===== src/rtl/julia_dispatch.sv =====
// Raster-order pixel job dispatcher: hands each pixel to an idle Julia core
// (round-robin) and pulses frame_done once every issued job has been retired.
module julia_dispatch #(
  parameter int          NUM_JULIA = 16,
  parameter int          SCREEN_W  = 640,
  parameter int          SCREEN_H  = 480,
  parameter logic [31:0] FB_BASE   = 32'h0000_0000
) (
  input  logic                 clk,
  input  logic                 rst,
  input  logic                 start,
  input  logic [NUM_JULIA-1:0] retire,
  output logic [NUM_JULIA-1:0] go,
  output logic [15:0]          job_x,
  output logic [15:0]          job_y,
  output logic [31:0]          job_addr,
  output logic                 busy,
  output logic                 frame_done
);

  localparam int              RR_W    = (NUM_JULIA > 1) ? $clog2(NUM_JULIA) : 1;
  localparam logic [15:0]     X_LAST  = 16'(SCREEN_W - 1);
  localparam logic [15:0]     Y_LAST  = 16'(SCREEN_H - 1);
  localparam logic [RR_W-1:0] RR_INIT = RR_W'(NUM_JULIA - 1);

  localparam logic [1:0] S_IDLE  = 2'd0;
  localparam logic [1:0] S_ISSUE = 2'd1;
  localparam logic [1:0] S_DRAIN = 2'd2;
  localparam logic [1:0] S_DONE  = 2'd3;

  logic [1:0]           state, state_nxt;
  logic [NUM_JULIA-1:0] owned, owned_kept, grant_oh;
  logic [RR_W-1:0]      rr, grant_idx;
  logic                 grant_ok, issue, last_pixel;

  // NOTE: every always_comb output gets a default before any conditional
  // assignment, otherwise paths that skip the assignment infer a latch.
  always_comb begin
    grant_idx = rr;
    grant_ok  = 1'b0;
    // Scan from farthest to nearest so the first free core after rr wins.
    for (int i = NUM_JULIA; i >= 1; i--) begin
      if (!owned[(int'(rr) + i) % NUM_JULIA]) begin
        grant_idx = RR_W'((int'(rr) + i) % NUM_JULIA);
        grant_ok  = 1'b1;
      end
    end
  end

  always_comb begin
    grant_oh = '0;
    for (int k = 0; k < NUM_JULIA; k++) begin
      grant_oh[k] = (grant_idx == RR_W'(k));
    end
  end

  assign issue      = (state == S_ISSUE) && grant_ok;
  assign go         = issue ? grant_oh : '0;
  assign owned_kept = owned & ~retire;
  assign last_pixel = (job_x == X_LAST) && (job_y == Y_LAST);
  assign busy       = (state != S_IDLE);
  assign frame_done = (state == S_DONE);

  always_comb begin
    state_nxt = state;
    case (state)
      S_IDLE:  if (start) state_nxt = S_ISSUE;
      S_ISSUE: if (issue && last_pixel) state_nxt = S_DRAIN;
      // Same-cycle retires count, so the last retire can close the frame.
      S_DRAIN: if (owned_kept == '0) state_nxt = S_DONE;
      default: state_nxt = S_IDLE;
    endcase
  end

  // NOTE: sequential state uses non-blocking assignments so every register
  // samples pre-edge values regardless of statement order.
  always_ff @(posedge clk or posedge rst) begin
    if (rst) begin
      state    <= S_IDLE;
      owned    <= '0;
      rr       <= RR_INIT;
      job_x    <= '0;
      job_y    <= '0;
      job_addr <= FB_BASE;
    end else begin
      state <= state_nxt;
      owned <= owned_kept | go;
      if (issue) rr <= grant_idx;

      if (state == S_IDLE && start) begin
        job_x    <= '0;
        job_y    <= '0;
        job_addr <= FB_BASE;
      end else if (issue) begin
        job_addr <= job_addr + 32'd4;
        if (job_x == X_LAST) begin
          job_x <= '0;
          job_y <= job_y + 16'd1;
        end else begin
          job_x <= job_x + 16'd1;
        end
      end
    end
  end

endmodule


===== config.mk =====
export PLATFORM = sky130hd
export DESIGN_NAME = julia_dispatch
export DESIGN_NICKNAME = d
export VERILOG_FILES = /design/src/rtl/julia_dispatch.sv
export SDC_FILE = /design/constraint.sdc
export NUM_CORES = 1
export LEC_CHECK = 0
export ABC_CLOCK_PERIOD_IN_PS = 5500
export BUFFER_PORTS_ARGS = -buffer_cell sky130_fd_sc_hd__buf_2
export CORE_ASPECT_RATIO = 1.25
export CORE_UTILIZATION = 55
export DETAILED_ROUTE_END_ITERATION = 16
export PLACE_DENSITY = 0.87
export SLEW_MARGIN = 20
export SYNTH_ARGS = -nofsm -noshare
export SYNTH_HDL_FRONTEND = slang
export SYNTH_SLANG_ARGS = --single-unit

===== constraint.sdc =====
create_clock -name clk -period 5.5 [get_ports clk]
set_clock_uncertainty 0.2 [all_clocks]
set_input_delay 0.275 -clock clk [delete_from_list [all_inputs] [get_ports clk]]
set_output_delay 0.275 -clock clk [all_outputs]
set_load 0.02 [all_outputs]

## Yosys cells after proc, flatten, opt, wreduce, memory -nomap -nowiden

Index checks and enable logic that the tools add are counted.
W data, S select, Z words.

| word-level totals | value |
|---|---|
| register bits | 86 |
| input port bits | 19 |
| output and inout bits | 82 |
| logic and storage cells | 204 |

| operators by class | value |
|---|---|
| add/subtract/negate cells | 19 |
| order comparisons | 16 |
| equal/unequal tests | 23 |
| muxes and demuxes | 93 |
| bitwise operators | 19 |
| reduce and logical (&&, ||, !) cells | 28 |

Operator list:

| kind | number |
|---|---|
| $mux W16 | 7 |
| $lt A5 B6 Y1 const B | 16 |
| $bmux W1 S4 | 16 |
| $mux W32 | 2 |
| $mux W4 | 16 |
| $reduce_or A4 Y1 | 16 |
| $mux W1 | 48 |
| $add A16 B1 Y16 const B | 2 |
| $add A32 B3 Y32 const B | 1 |
| $add A4 B4 Y4 const B | 8 |
| $eq A4 B4 Y1 const B | 8 |
| $add A4 B3 Y4 const B | 4 |
| $and A1 B1 Y1 const A | 16 |
| $and A16 B16 Y16 | 1 |
| $eq A16 B10 Y1 const B | 1 |
| $eq A16 B9 Y1 const B | 1 |
| $eq A4 B3 Y1 const B | 4 |
| $logic_not A16 Y1 | 1 |
| $not A16 Y16 | 1 |
| $or A16 B16 Y16 | 1 |
| $add A4 B1 Y4 const B | 2 |
| $add A4 B2 Y4 const B | 2 |
| $eq A4 B2 Y1 const B | 2 |
| $mux W2 | 3 |
| other kinds (12) | 19 |

## Logic depth before layout (Yosys ltp)

| logic depth | value |
|---|---|
| depth after elaboration | 26 |
| depth in mapped cells | 16 |
| gate-level depth less buffers | 10 |

## Least setup slack after synthesis

Ideal clock, no wire load.

| path | value |
|---|---|
| path type | register -> output |
| start | register rr[0] |
| end | output port go[12] |
| arrival time | 4122 ps |
| required time | 5025 ps |
| slack | 903 ps |
| cell stages (with the launch flop) | 16 |
| buffers on the path | 5 |
| cells stage by stage | dfstp_2 -> buf_6 -> buf_6 -> buf_2 -> clkinv_1 -> ha_1 -> buf_2 -> mux4_2 -> mux2i_1 -> mux2i_1 -> nand3_2 -> or3_1 -> a31oi_1 -> o41ai_4 -> buf_2 -> nor3_1 |

| between the ends | value |
|---|---|
| word-level cells in the longest chain between the ends | 22 |
| elaborated cells between the ends (all ways) | 99 |
| classes of those cells | add/sub (16); eq/ne (1); mux (81); reduce/logical (1) |

Ends and longest elaborated chain:

| element | line | source |
|---|---|---|
| start, declared | 33 | `logic [RR_W-1:0] rr, grant_idx;` |
| start signal, assigned | 88 | `if (issue) rr <= grant_idx;` |
| $add A4 B1 Y4 | 43, 44 |  |
| $bmux W1 S4 | 43 | `if (!owned[(int'(rr) + i) % NUM_JULIA]) begin` |
| $mux W1 (not written as such) (2 in series) | 43 |  |
| $mux W4 / $mux W1 (equally long branches) (16 in series) | 43 |  |
| $eq A4 B4 Y1 / $logic_and A1 B1 Y1 (equally long branches) | 53, 57 |  |
| $mux W16 (*) | 58 | `assign go = issue ? grant_oh : '0;` |
| end, declared | 13 | `output logic [NUM_JULIA-1:0] go,` |

Every way passes the cells marked *; elsewhere a longest branch is shown, timed or not. The select of a mux whose other input is x is not followed.

## Final worst setup path

| path | value |
|---|---|
| start | register rr[1] |
| end | output port go[4] |

| between the ends | value |
|---|---|
| word-level cells in the longest chain between the ends | 22 |
| elaborated cells between the ends (all ways) | 99 |
| classes of those cells | add/sub (16); eq/ne (1); mux (81); reduce/logical (1) |

Ends and longest elaborated chain:

| element | line |
|---|---|
| $add A4 B1 Y4 | 43, 44 |
| $bmux W1 S4 | 43 |
| $mux W1 (not written as such) (2 in series) | 43 |
| $mux W4 / $mux W1 (equally long branches) (16 in series) | 43 |
| $eq A4 B3 Y1 / $logic_and A1 B1 Y1 (equally long branches) | 53, 57 |
| $mux W16 (*) | 58 |

Marked as above.

==> flow_summary_export.csv <==
group,metric,value,unit
placement,port_buffers,98,
power,ir_worst_vdd,576,uV
critical_path,worst_ep_required_time,5.03,ns
finish,area_delta_synth_final,13.9,%
floorplan,core_region_area,0.0121,mm^2
worst_hold_path,hold_path_class,"input port to flip-flop",
logic_synthesis,postSynthCellCount,735,
global_routing,first_global_vias,6041,
logic_synthesis,muxShareOfSynthArea,15.3,%
logic_synthesis,synth_cell_type_count,84,
clock_network,cts_setup_buffers,0,
timing,timing.final.crit_period,5.14,ns
drt,drt_wl_total,20000,um
critical_path,critPathArrivalTime,4.66,ns
logic_synthesis,synth_edf_count,0,
worst_hold_path,holdCritStartpoint,"retire[14]",
power,proportion_of_power_drawn_by_the_clock_network,13.7,%
critical_path,worstSetupStartpointType,"flip-flop",
drt,drt_pre_antenna_iters,5,
logic_synthesis,synth_simple_gate_area_share,20.7,%
logic_synthesis,synth_commonest_cells,"dfrtp_1 (80), nor2_1 (70), nand2_1 (61), xnor2_1 (40)",
clock_network,clock_insertion_delay_worst_skew,0.34,ns
floorplan,die_area,0.0129,mm^2
timing,finalSetupTns,0,ns
global_routing,grt_overflow_total,0,
critical_path,timing.critical_path.mode_cell,"mux2i_1",
critical_path,worst-setup-path-type,"flip-flop to primary output",
power,power.leakage,3.16,nW
critical_path,critical-path-max-stage-delay,0.66,ns
floorplan,row_count,45,
logic_synthesis,dominant_combinational_cell_family_by_area_after_synthesis,"simple AND/OR/NAND/NOR gates",
logic_synthesis,syn-mean-instance-area,9.28,um^2
drt,num_vias,6460,
logic_synthesis,proportion_of_synthesized_chip_area_in_sequential_cells,30.9,%
timing,finalSetupViolCount,0,
clock_network,post_cts_resize_count,0,
logic_synthesis,synthesis.area,0.00682,mm^2
clock_network,max-clock-path-buffers,2,
clock_network,hold_buffers,7,
critical_path,worst-r2r-setup-slack,0.83,ns
outcome,outcome,"completed",
timing,max_slew.worst_pin.slew,0.966,ns
critical_path,cp.buffers_inverters,2,
global_routing,wire_length_of_the_first_global_routing_pass,32100,um
placement,detailedPlacementHpwl,14200,um
global_routing,grt_max_degree,52,
drt,average_wire_per_cell_in_the_routed_design,20.1,um
power,switching_power,0.00240,W
logic_synthesis,yosys_register_bits,84,
logic_synthesis,post-synth-top-area-cell,"dfrtp_1",
worst_hold_path,min_path_cells,3,
floorplan,pin_count,101,
timing,grt_setup_unrepaired,"false",
drt,final_antenna_net_count,0,
power,share_comb_of_total_power,68.9,%
logic_synthesis,synth-async-reset-ratio,100,%
global_routing,initial_antenna_violation_count,0,
floorplan,initial_standard_cell_utilization_of_the_core,56.4,%
logic_synthesis,synth_adder_area_share,2.75,%
critical_path,worstPathCellList,"inv_1 -> ha_1 -> mux4_2 -> mux2i_1 -> mux2i_1 -> o21ai_1 -> or3b_1 -> o221ai_2 -> nor3_1 -> buf_2",
clock_network,clk_root_buffer_cell,"clkbuf_16",
critical_path,critPathTopFamily,"multiplexers",
timing,finalHoldViolCount,0,
power,sw_share,51.9,%
clock_network,cts_buffers,9,
worst_hold_path,hold_path_end,"owned[14]$_DFF_PP0_",
floorplan,floorplan.die.height,127,um
timing,slew_violations,0,
clock_network,tritoncts,"done",
global_routing,grt.total_usage,32.3,%
finish,design.final.nets,858,
power,powerDensity,595,mW/mm^2
logic_synthesis,synth_top_cell_area_share,29.3,%
logic_synthesis,area_fraction_in_compound_gates_after_synthesis,18.4,%
timing,hold_slack,0.0611,ns
clock_network,clkSlewWorstSetupHoldPaths,0.06,ns
critical_path,timing.critical_path.to_type,"primary output",
critical_path,crit_fanout,13,
finish,drive_gt1_share,25.1,%
logic_synthesis,synth_warnings,0,
critical_path,critical_path_top_delay_cell,"ha_1",
clock_network,clock_sinks,84,
power,power_report.internal_total,0.00222,W
timing,relSlewSlack,35.6,%
floorplan,die_width,102,um
drt,detail_route.drc_violations,0,
logic_synthesis,synthTopCellsByArea,"dfrtp_1 (29%), mux4_2 (9.2%), xnor2_1 (5.1%), mux2i_1 (4.5%), nor2_1 (3.9%)",
critical_path,rr_endpoint,"job_x[13]$_DFFE_PP0P_",
critical_path,rr_worst_depth,11,
timing,crit_share_post_route,93.4,%
logic_synthesis,yosys.area_share.xor_xnor,6.47,%
critical_path,r2r-start,"rr[1]$_DFFE_PP1P_",
drt,post_drt_via_cell_ratio,6.51,
timing,achievable-frequency,195,MHz
logic_synthesis,post-synth-top-count-cell,"dfrtp_1",
power,seq_power_share,17.5,%
finish,total_inserted_antenna_cells,0,
placement,place_congestion,1.03,
logic_synthesis,synth_flop_cell,"dfrtp_1",
job,max-cap-violations,0,
critical_path,worstSetupPathDepth,10,
clock_network,htree_num_levels,3,
drt,drt_iter0_markers,671,
[power groups by stage]
| stage | sequential, W | clock, W | combinational [W] |
|---|---|---|---|
| floorplan | 0.000768 | 0 | 0.00235 |
| global placement | 0.000808 | 0 | 0.00308 |
| detailed placement | 0.000809 | 0 | 0.00308 |
| CTS | 0.000800 | 0.000631 | 0.00310 |
| global route | 0.000815 | 0.000659 | 0.00337 |
| finish | 0.000808 | 0.000632 | 0.00318 |
[worst reg2reg max path: cells and delay by family (launching register included)]
| kind | cells | cell delay (ns) |
|---|---|---|
| muxes | 3 | 1.08 |
| and+or+nand+nor | 2 | 0.80 |
| adders and majority gates | 1 | 0.66 |
| DFF | 1 | 0.53 |
| AOI/OAI and AO/OA | 3 | 0.60 |
| buffers and inverters | 2 | 0.73 |
[layer usage]
metal,share of wire (%),wire (um),up-vias,track usage [%]
met5,0,0,-,0
met4,3.7,732,0,14.0
met3,8.6,1720,54,5.34
met2,50,9900,351,52.2
met1,38,7610,3131,42.6
li1,-,-,2924,-
[cells by family after synthesis]
logic type,Yosys count
compound gates,160
fa+ha+maj,15
mux,68
xor+xnor,47
buf+inv,77
other cells,1
simple gates,283
flops,84
[state kept, by name (all words and copies together) (netlist names)]
name      flops
job_addr     30
job_x        16
job_y        16
owned        16
rr            4
state         2
[layout by cell type (no fill, tap or decap), drive strengths merged, types with 8 or more instances in the layout]
cell / netlist / final
o31ai: 12 / 12
inv: 31 / 32
nand3: 27 / 27
and2: 8 / 8
nand2b: 11 / 11
o21ai: 35 / 35
a2111oi: 10 / 10
clkbuf: 17 / 10
mux2i: 31 / 31
xnor2: 43 / 43
nor4: 15 / 15
or3: 12 / 12
ha: 15 / 15
a211oi: 8 / 8
nand2: 61 / 61
mux2: 9 / 9
a21oi: 23 / 23
dfrtp: 80 / 80
nand4: 12 / 12
and3: 14 / 14
mux4: 28 / 28
a31o: 8 / 8
nor2: 70 / 70
nor3: 32 / 32
buf: 25 / 112
[final cells by class]
class                      count  area [um^2]
clock buffer                  10          239
clock inverter                 6         71.3
fill                         970         4330
inverter                      35          133
multi-input combinational    575         4350
sequential                    84         2110
tap                          164          205
timing repair buffer         119          666
[stage by stage]
step | util, % | std cells | setup WS [ns] | power [W] | instance area (um^2)
6_report | 64.2 | 993 | 0.360 | 0.00462 | 7770
5_1_grt | 64.2 | 993 | 0.188 | 0.00484 | 7770
4_1_cts | 64.2 | 993 | 0.450 | 0.00453 | 7770
3_5_place_dp | 61.1 | 970 | 0.827 | 0.00389 | 7390
3_3_place_gp | 61.1 | 970 | 0.921 | 0.00388 | 7390
2_1_floorplan | - | 736 | 0.903 | 0.00312 | 6830
[how the worst max path moves through the flow]
stage                      startpoint      to
finish              rr[1]$_DFFE_PP1P_   go[4]
global route        rr[0]$_DFFE_PP1P_   go[4]
CTS                 rr[1]$_DFFE_PP1P_   go[4]
detailed placement  rr[1]$_DFFE_PP1P_   go[4]
global placement    rr[0]$_DFFE_PP1P_   go[8]
floorplan           rr[0]$_DFFE_PP1P_  go[12]
(Power assumes the default switching activity.)
